## src/rtl/calc_pkg.sv

```systemverilog
// Shared calculator definitions: token codes, the token class helper and the
// sequencer state encoding.
package calc_pkg;

  localparam logic [7:0] TOK_END   = 8'd10;
  localparam logic [7:0] TOK_ADD   = 8'd20;
  localparam logic [7:0] TOK_SUB   = 8'd21;
  localparam logic [7:0] TOK_MUL   = 8'd22;
  localparam logic [7:0] TOK_DIV   = 8'd23;
  localparam logic [7:0] DIGIT_MIN = 8'd0;
  localparam logic [7:0] DIGIT_MAX = 8'd9;

  typedef enum logic [1:0] {
    ST_IDLE,
    ST_FETCH,
    ST_PRESENT,
    ST_FINISH
  } seq_state_e;

  typedef enum logic [1:0] {
    TC_DIGIT,
    TC_OP,
    TC_END,
    TC_INVALID
  } tok_class_e;

  function automatic tok_class_e tok_class(input logic [7:0] code);
    tok_class_e cls;
    // The subtraction form keeps the lower digit bound meaningful for unsigned codes
    if ((code - DIGIT_MIN) <= (DIGIT_MAX - DIGIT_MIN)) begin
      cls = TC_DIGIT;
    end else if (code == TOK_END) begin
      cls = TC_END;
    end else if ((code == TOK_ADD) || (code == TOK_SUB) ||
                 (code == TOK_MUL) || (code == TOK_DIV)) begin
      cls = TC_OP;
    end else begin
      cls = TC_INVALID;
    end
    return cls;
  endfunction

endpackage

```

## src/rtl/token_classifier.sv

```systemverilog
// Combinational decode of an 8-bit keystroke code into one-hot class flags.
module token_classifier
  import calc_pkg::*;
(
  input  logic [7:0] code,
  output logic       is_digit,
  output logic       is_op,
  output logic       is_end,
  output logic       is_invalid
);

  tok_class_e cls_s;

  // Map the class enum onto the individual flags
  always_comb begin
    cls_s      = tok_class(code);
    is_digit   = 1'b0;
    is_op      = 1'b0;
    is_end     = 1'b0;
    is_invalid = 1'b0;
    case (cls_s)
      TC_DIGIT: is_digit   = 1'b1;
      TC_OP:    is_op      = 1'b1;
      TC_END:   is_end     = 1'b1;
      default:  is_invalid = 1'b1;
    endcase
  end

endmodule

```

## src/rtl/rom_token_sequencer.sv

```systemverilog
// Walks the keystroke ROM from index 0 and hands classified tokens to the
// calculator core over a valid/ready handshake.
module rom_token_sequencer
  import calc_pkg::*;
#(
  parameter int DEPTH = 100,
  parameter int IDX_W = 7,
  parameter int TOK_W = 8
) (
  input  logic             clk,
  input  logic             rst,
  input  logic             start,
  input  logic             abort,
  output logic [IDX_W-1:0] rom_index,
  input  logic [TOK_W-1:0] rom_data,
  output logic             tok_valid,
  input  logic             tok_ready,
  output logic [TOK_W-1:0] tok_data,
  output logic             tok_is_op,
  output logic             tok_last,
  output logic             busy,
  output logic             done,
  output logic             err,
  output logic [IDX_W-1:0] tok_cnt
);

  localparam logic [IDX_W-1:0] IDX_ZERO = {IDX_W{1'b0}};
  localparam logic [IDX_W-1:0] IDX_ONE  = {{(IDX_W-1){1'b0}}, 1'b1};
  localparam logic [IDX_W-1:0] LAST_IDX = IDX_W'(DEPTH - 1);
  localparam logic [IDX_W-1:0] CNT_MAX  = IDX_W'(DEPTH);

  seq_state_e state_r;
  logic       is_digit_s;
  logic       is_op_s;
  logic       is_end_s;
  logic       is_invalid_s;
  logic       tok_bad_s;
  logic       accept_s;

  token_classifier u_classifier (
    .code       (rom_data),
    .is_digit   (is_digit_s),
    .is_op      (is_op_s),
    .is_end     (is_end_s),
    .is_invalid (is_invalid_s)
  );

  // A code that decodes to no legal class is treated as invalid as well
  assign tok_bad_s = is_invalid_s | ~(is_digit_s | is_op_s | is_end_s);
  assign accept_s  = tok_valid & tok_ready;

  // Sequencer FSM with index counter and registered handshake outputs
  always_ff @(posedge clk or negedge rst) begin
    if (!rst) begin
      state_r   <= ST_IDLE;
      rom_index <= IDX_ZERO;
      tok_data  <= {TOK_W{1'b0}};
      tok_cnt   <= IDX_ZERO;
      tok_valid <= 1'b0;
      tok_is_op <= 1'b0;
      tok_last  <= 1'b0;
      busy      <= 1'b0;
      done      <= 1'b0;
      err       <= 1'b0;
    end else if (abort) begin
      state_r   <= ST_IDLE;
      tok_valid <= 1'b0;
      busy      <= 1'b0;
      done      <= 1'b0;
    end else begin
      done <= 1'b0;
      case (state_r)
        ST_IDLE: begin
          if (start) begin
            rom_index <= IDX_ZERO;
            tok_cnt   <= IDX_ZERO;
            err       <= 1'b0;
            busy      <= 1'b1;
            state_r   <= ST_FETCH;
          end else begin
            state_r   <= ST_IDLE;
          end
        end
        ST_FETCH: begin
          tok_data  <= rom_data;
          tok_is_op <= is_op_s;
          tok_last  <= is_end_s;
          if (tok_bad_s) begin
            err     <= 1'b1;
            done    <= 1'b1;
            state_r <= ST_FINISH;
          end else begin
            tok_valid <= 1'b1;
            state_r   <= ST_PRESENT;
          end
        end
        ST_PRESENT: begin
          if (accept_s) begin
            tok_valid <= 1'b0;
            if (tok_cnt != CNT_MAX) begin
              tok_cnt <= tok_cnt + IDX_ONE;
            end else begin
              tok_cnt <= tok_cnt;
            end
            if (tok_last) begin
              done    <= 1'b1;
              state_r <= ST_FINISH;
            end else if (rom_index == LAST_IDX) begin
              // Ran off the end of the ROM without seeing an end marker
              err     <= 1'b1;
              done    <= 1'b1;
              state_r <= ST_FINISH;
            end else begin
              rom_index <= rom_index + IDX_ONE;
              state_r   <= ST_FETCH;
            end
          end else begin
            state_r <= ST_PRESENT;
          end
        end
        ST_FINISH: begin
          busy    <= 1'b0;
          state_r <= ST_IDLE;
        end
        default: begin
          tok_valid <= 1'b0;
          busy      <= 1'b0;
          state_r   <= ST_IDLE;
        end
      endcase
    end
  end

endmodule

```

## config.mk

```make
export PLATFORM = sky130hd
export DESIGN_NAME = rom_token_sequencer
export DESIGN_NICKNAME = d
export VERILOG_FILES = /design/src/rtl/calc_pkg.sv /design/src/rtl/token_classifier.sv /design/src/rtl/rom_token_sequencer.sv
export SDC_FILE = /design/constraint.sdc
export NUM_CORES = 1
export LEC_CHECK = 0
export ABC_AREA = 1
export BUFFER_PORTS_ARGS = -buffer_cell sky130_fd_sc_hd__buf_4
export CORE_AREA = 2 2 68 83
export DETAILED_ROUTE_END_ITERATION = 8
export DIE_AREA = 0 0 70 85
export PLACE_DENSITY_LB_ADDON = 0.12
export SKIP_LAST_GASP = 1
export SYNTH_ARGS = -nofsm -noshare
export SYNTH_HDL_FRONTEND = slang
export SYNTH_SLANG_ARGS = --single-unit
```

## constraint.sdc

```tcl
create_clock -name clk -period 1.4 [get_ports clk]
set_input_delay 0.42 -clock clk [delete_from_list [all_inputs] [get_ports clk]]
set_output_delay 0.42 -clock clk [all_outputs]
set_load 0.01 [all_outputs]
```

==> flow_summary_export.csv <==
group,metric,value,unit
status,status,"complete, but fails checks",
status,failed_checks,"setup timing",
detailed_routing,routedWlPerCell,12.4,microns
placed_design,place.port_buffers,40,
clock_network,tritoncts,"yes",
sta,fin_skew,0.0115,ns
sta,finalSetupViolCount,14,
power_and_ir_drop,p_leak,1.40,nW
grt,antenna_found_initial,0,
sta,hold_viol_final,0,
synthesis,async_flop_share,1.00,
clock_network,clk-insertion-delay-late,0.29,ns
synthesis,yosys.area.top_type,"dfrtp_1",
flow_run,drv_cap,0,
worst_setup_path,r2r-start,"state_r[0]",
synthesis,synth_edf_count,0,
layout,area_delta_synth_final,58.6,%
grt,grt_usage,0.164,
power_and_ir_drop,p_total,3.22,mW
sta,fmax,676,MHz
synthesis,syn_area_per_cell,7.96,sq um
grt,grt_first_pass_wirelength,7.62,mm
synthesis,yosys_register_bits,30,
placed_design,place_congestion,0.813,
detailed_routing,vias_per_cell,4.61,
clock_network,cts_inserted_buffers,5,
synthesis,ys_warn_count,0,
clock_network,htree_levels,2,
floorplan,pin_count,41,
floorplan,core_region_area,0.00515,sq mm
placed_design,dp_hpwl,3.25,mm
synthesis,synth_area_leaders,"dfrtp_1 43%, nand2_1 15%, ha_1 5.0%, inv_1 4.7%, nor2_1 4.5%",
clock_network,clkTransAtPathRegs,0.08,ns
worst_setup_path,reg2reg_slack,-0.08,ns
floorplan,num_rows,29,
worst_setup_path,criticalPathCategory,"reg -> reg",
synthesis,synth_top_area_share,0.429,
grt,overflow,0,
power_and_ir_drop,ir_worst_vdd,818,uV
synthesis,yosysUniqueCellTypes,31,
sta,min_period,1.48,ns
grt,grt_max_degree,31,
synthesis,synth_common_cells,"68 x nand2_1, 30 x dfrtp_1, 22 x inv_1",
layout,nets,328,
floorplan,initial_core_util,0.340,
worst_setup_path,critPathRequiredTime,1.58,ns
worst_setup_path,r2r-end,"tok_cnt[4]",
sta,slew_headroom,0.738,
layout,antennaDiodeCount,0,
detailed_routing,first_iter_violations,54,
detailed_routing,wl,4.60,mm
synthesis,synth.most_common_cell,"nand2_1",
min_path,holdCritPathClass,"in -> async",
detailed_routing,dr.pass1.iters,4,
worst_setup_path,critPathMaxFanout,6,
synthesis,syn_area,0.00175,sq mm
sta,fin_crit_sh,1.06,
detailed_routing,ant_nets,0,
sta,maxSlewViolCount,0,
sta,setup-tns-final,-0.780,ns
worst_setup_path,reg2reg_depth,9,
clock_network,clock_path_buffers,2,
grt,grt_pass1_vias,1677,
synthesis,ys.flop_type,"dfrtp_1",
detailed_routing,drc,0,
power_and_ir_drop,p_per_area,1160,mW/mm^2
worst_setup_path,arrival,1.66,ns
floorplan,die_area,0.00595,sq mm
synthesis,ys_seq_area_frac,0.429,
worst_setup_path,critPathLaunchType,"flip-flop",
clock_network,cts-root-buf,"clkbuf_8",
worst_setup_path,endpoint_kind,"flip-flop",
synthesis,syn_inst,220,
sta,rsz0062_at_grt,"true",
sta,worst_pin_slew,0.393,ns
floorplan,die_w,70,microns
floorplan,fp.dieH,85,microns
detailed_routing,vias,1712,
synthesis,syn_nets,240,
sta,layout_setup_ws,-0.0794,ns
clock_network,clock-sinks,30,
layout,layout-drive-gt1-share,0.469,
## logic make-up after synthesis
group                    count (synthesis)  synth area share
buffers and inverters                   30            0.0750
AO/OA/AOI/OAI                           27            0.0979
multiplexers                             2            0.0129
AND/OR/NAND/NOR                        117             0.301
XOR/XNOR                                 7            0.0350
adder cells (fa/ha/maj)                  7            0.0500
flip-flops                              30             0.429
## per-stage QoR
stage | setup WS (ns) | instances | cell area (sq um) | util | hold WS, ns
2_1_floorplan | -0.0156 | 220 | 1760 | - | 0.124
3_3_place_gp | -0.137 | 348 | 2340 | 0.455 | 0.385
3_5_place_dp | -0.133 | 348 | 2340 | 0.455 | 0.379
4_1_cts | -0.107 | 363 | 2630 | 0.509 | 0.0665
5_1_grt | -0.171 | 371 | 2780 | 0.539 | 0.0772
6_report | -0.0794 | 371 | 2780 | 0.539 | 0.0525
## metal layers
metal,up-vias,global-route usage,share of wire
li1,874,-,-
met2,36,0.278,0.52
met4,0,0.0699,0.017
met3,5,0.0404,0.041
met5,-,0,0
met1,797,0.198,0.42
## cell type report
type | count | area, sq um
Fill cell | 504 | 2370
Multi-Input combinational cell | 160 | 1030
Sequential cell | 30 | 752
Timing Repair Buffer | 85 | 719
Inverter | 26 | 110
Clock buffer | 7 | 86.3
Tap cell | 62 | 77.6
Clock inverter | 1 | 5.00
## cell usage in the layout, fill, tap and decap left out, drive strengths merged
master  netlist  routed
nand2        73      73
a21oi         3       3
o21ai        19      19
a31o          1       1
ha            7       7
xor2          1       1
mux2          2       2
o41ai         1       1
inv          26      26
a21o          1       1
clkbuf        0       7
or2           1       1
clkinv        0       1
nor3          3       3
nor2         24      24
a31oi         2       2
dfrtp        30      30
buf           4      85
nand3        11      11
nand4         5       5
xnor2         6       6
## state kept, by name (all words and copies together), names as in the netlist
name / count
done: 1
tok_data: 8
tok_last: 1
err: 1
busy: 1
rom_index: 7
tok_is_op: 1
tok_cnt: 7
tok_valid: 1
state_r: 2
## where the power goes
part           total, mW  internal (mW)  switching, mW
sequential          1.14           1.03          0.104
clock              0.741          0.397          0.344
combinational       1.34          0.698          0.639
total               3.22           2.13           1.09
## repair_timing
item / 4_1_cts / 5_1_grt
setup endpoints to repair: 17 / 35
resized for setup: 32 / 23
hold buffers: 0 / 0
setup buffers: 6 / 9
pin swaps: 11 / 11
cloned: 1 / 0
## critical path, stage by stage (launching register included)
cell and delay (ns):
dfrtp_1 0.39, inv_2 0.11, ha_4 0.15, buf_6 0.11, nand4_1 0.18, nand3_4 0.16, buf_12 0.13, inv_6 0.03
nand2_1 0.04, nand2_1 0.04
## how the worst max path moves through the flow
stage	from	endpoint	slack, ns	cells past startpoint
finish	state_r[0]	tok_cnt[4]	-0.08	9
detailed placement	state_r[0]	tok_cnt[2]	-0.13	9
CTS	state_r[0]	tok_cnt[4]	-0.11	9
global route	rom_index[1]	rom_index[2]	-0.17	9
floorplan	state_r[0]	rom_index[2]	-0.02	10
global placement	state_r[0]	tok_cnt[2]	-0.14	9
Power figures use the tool's default switching activity.
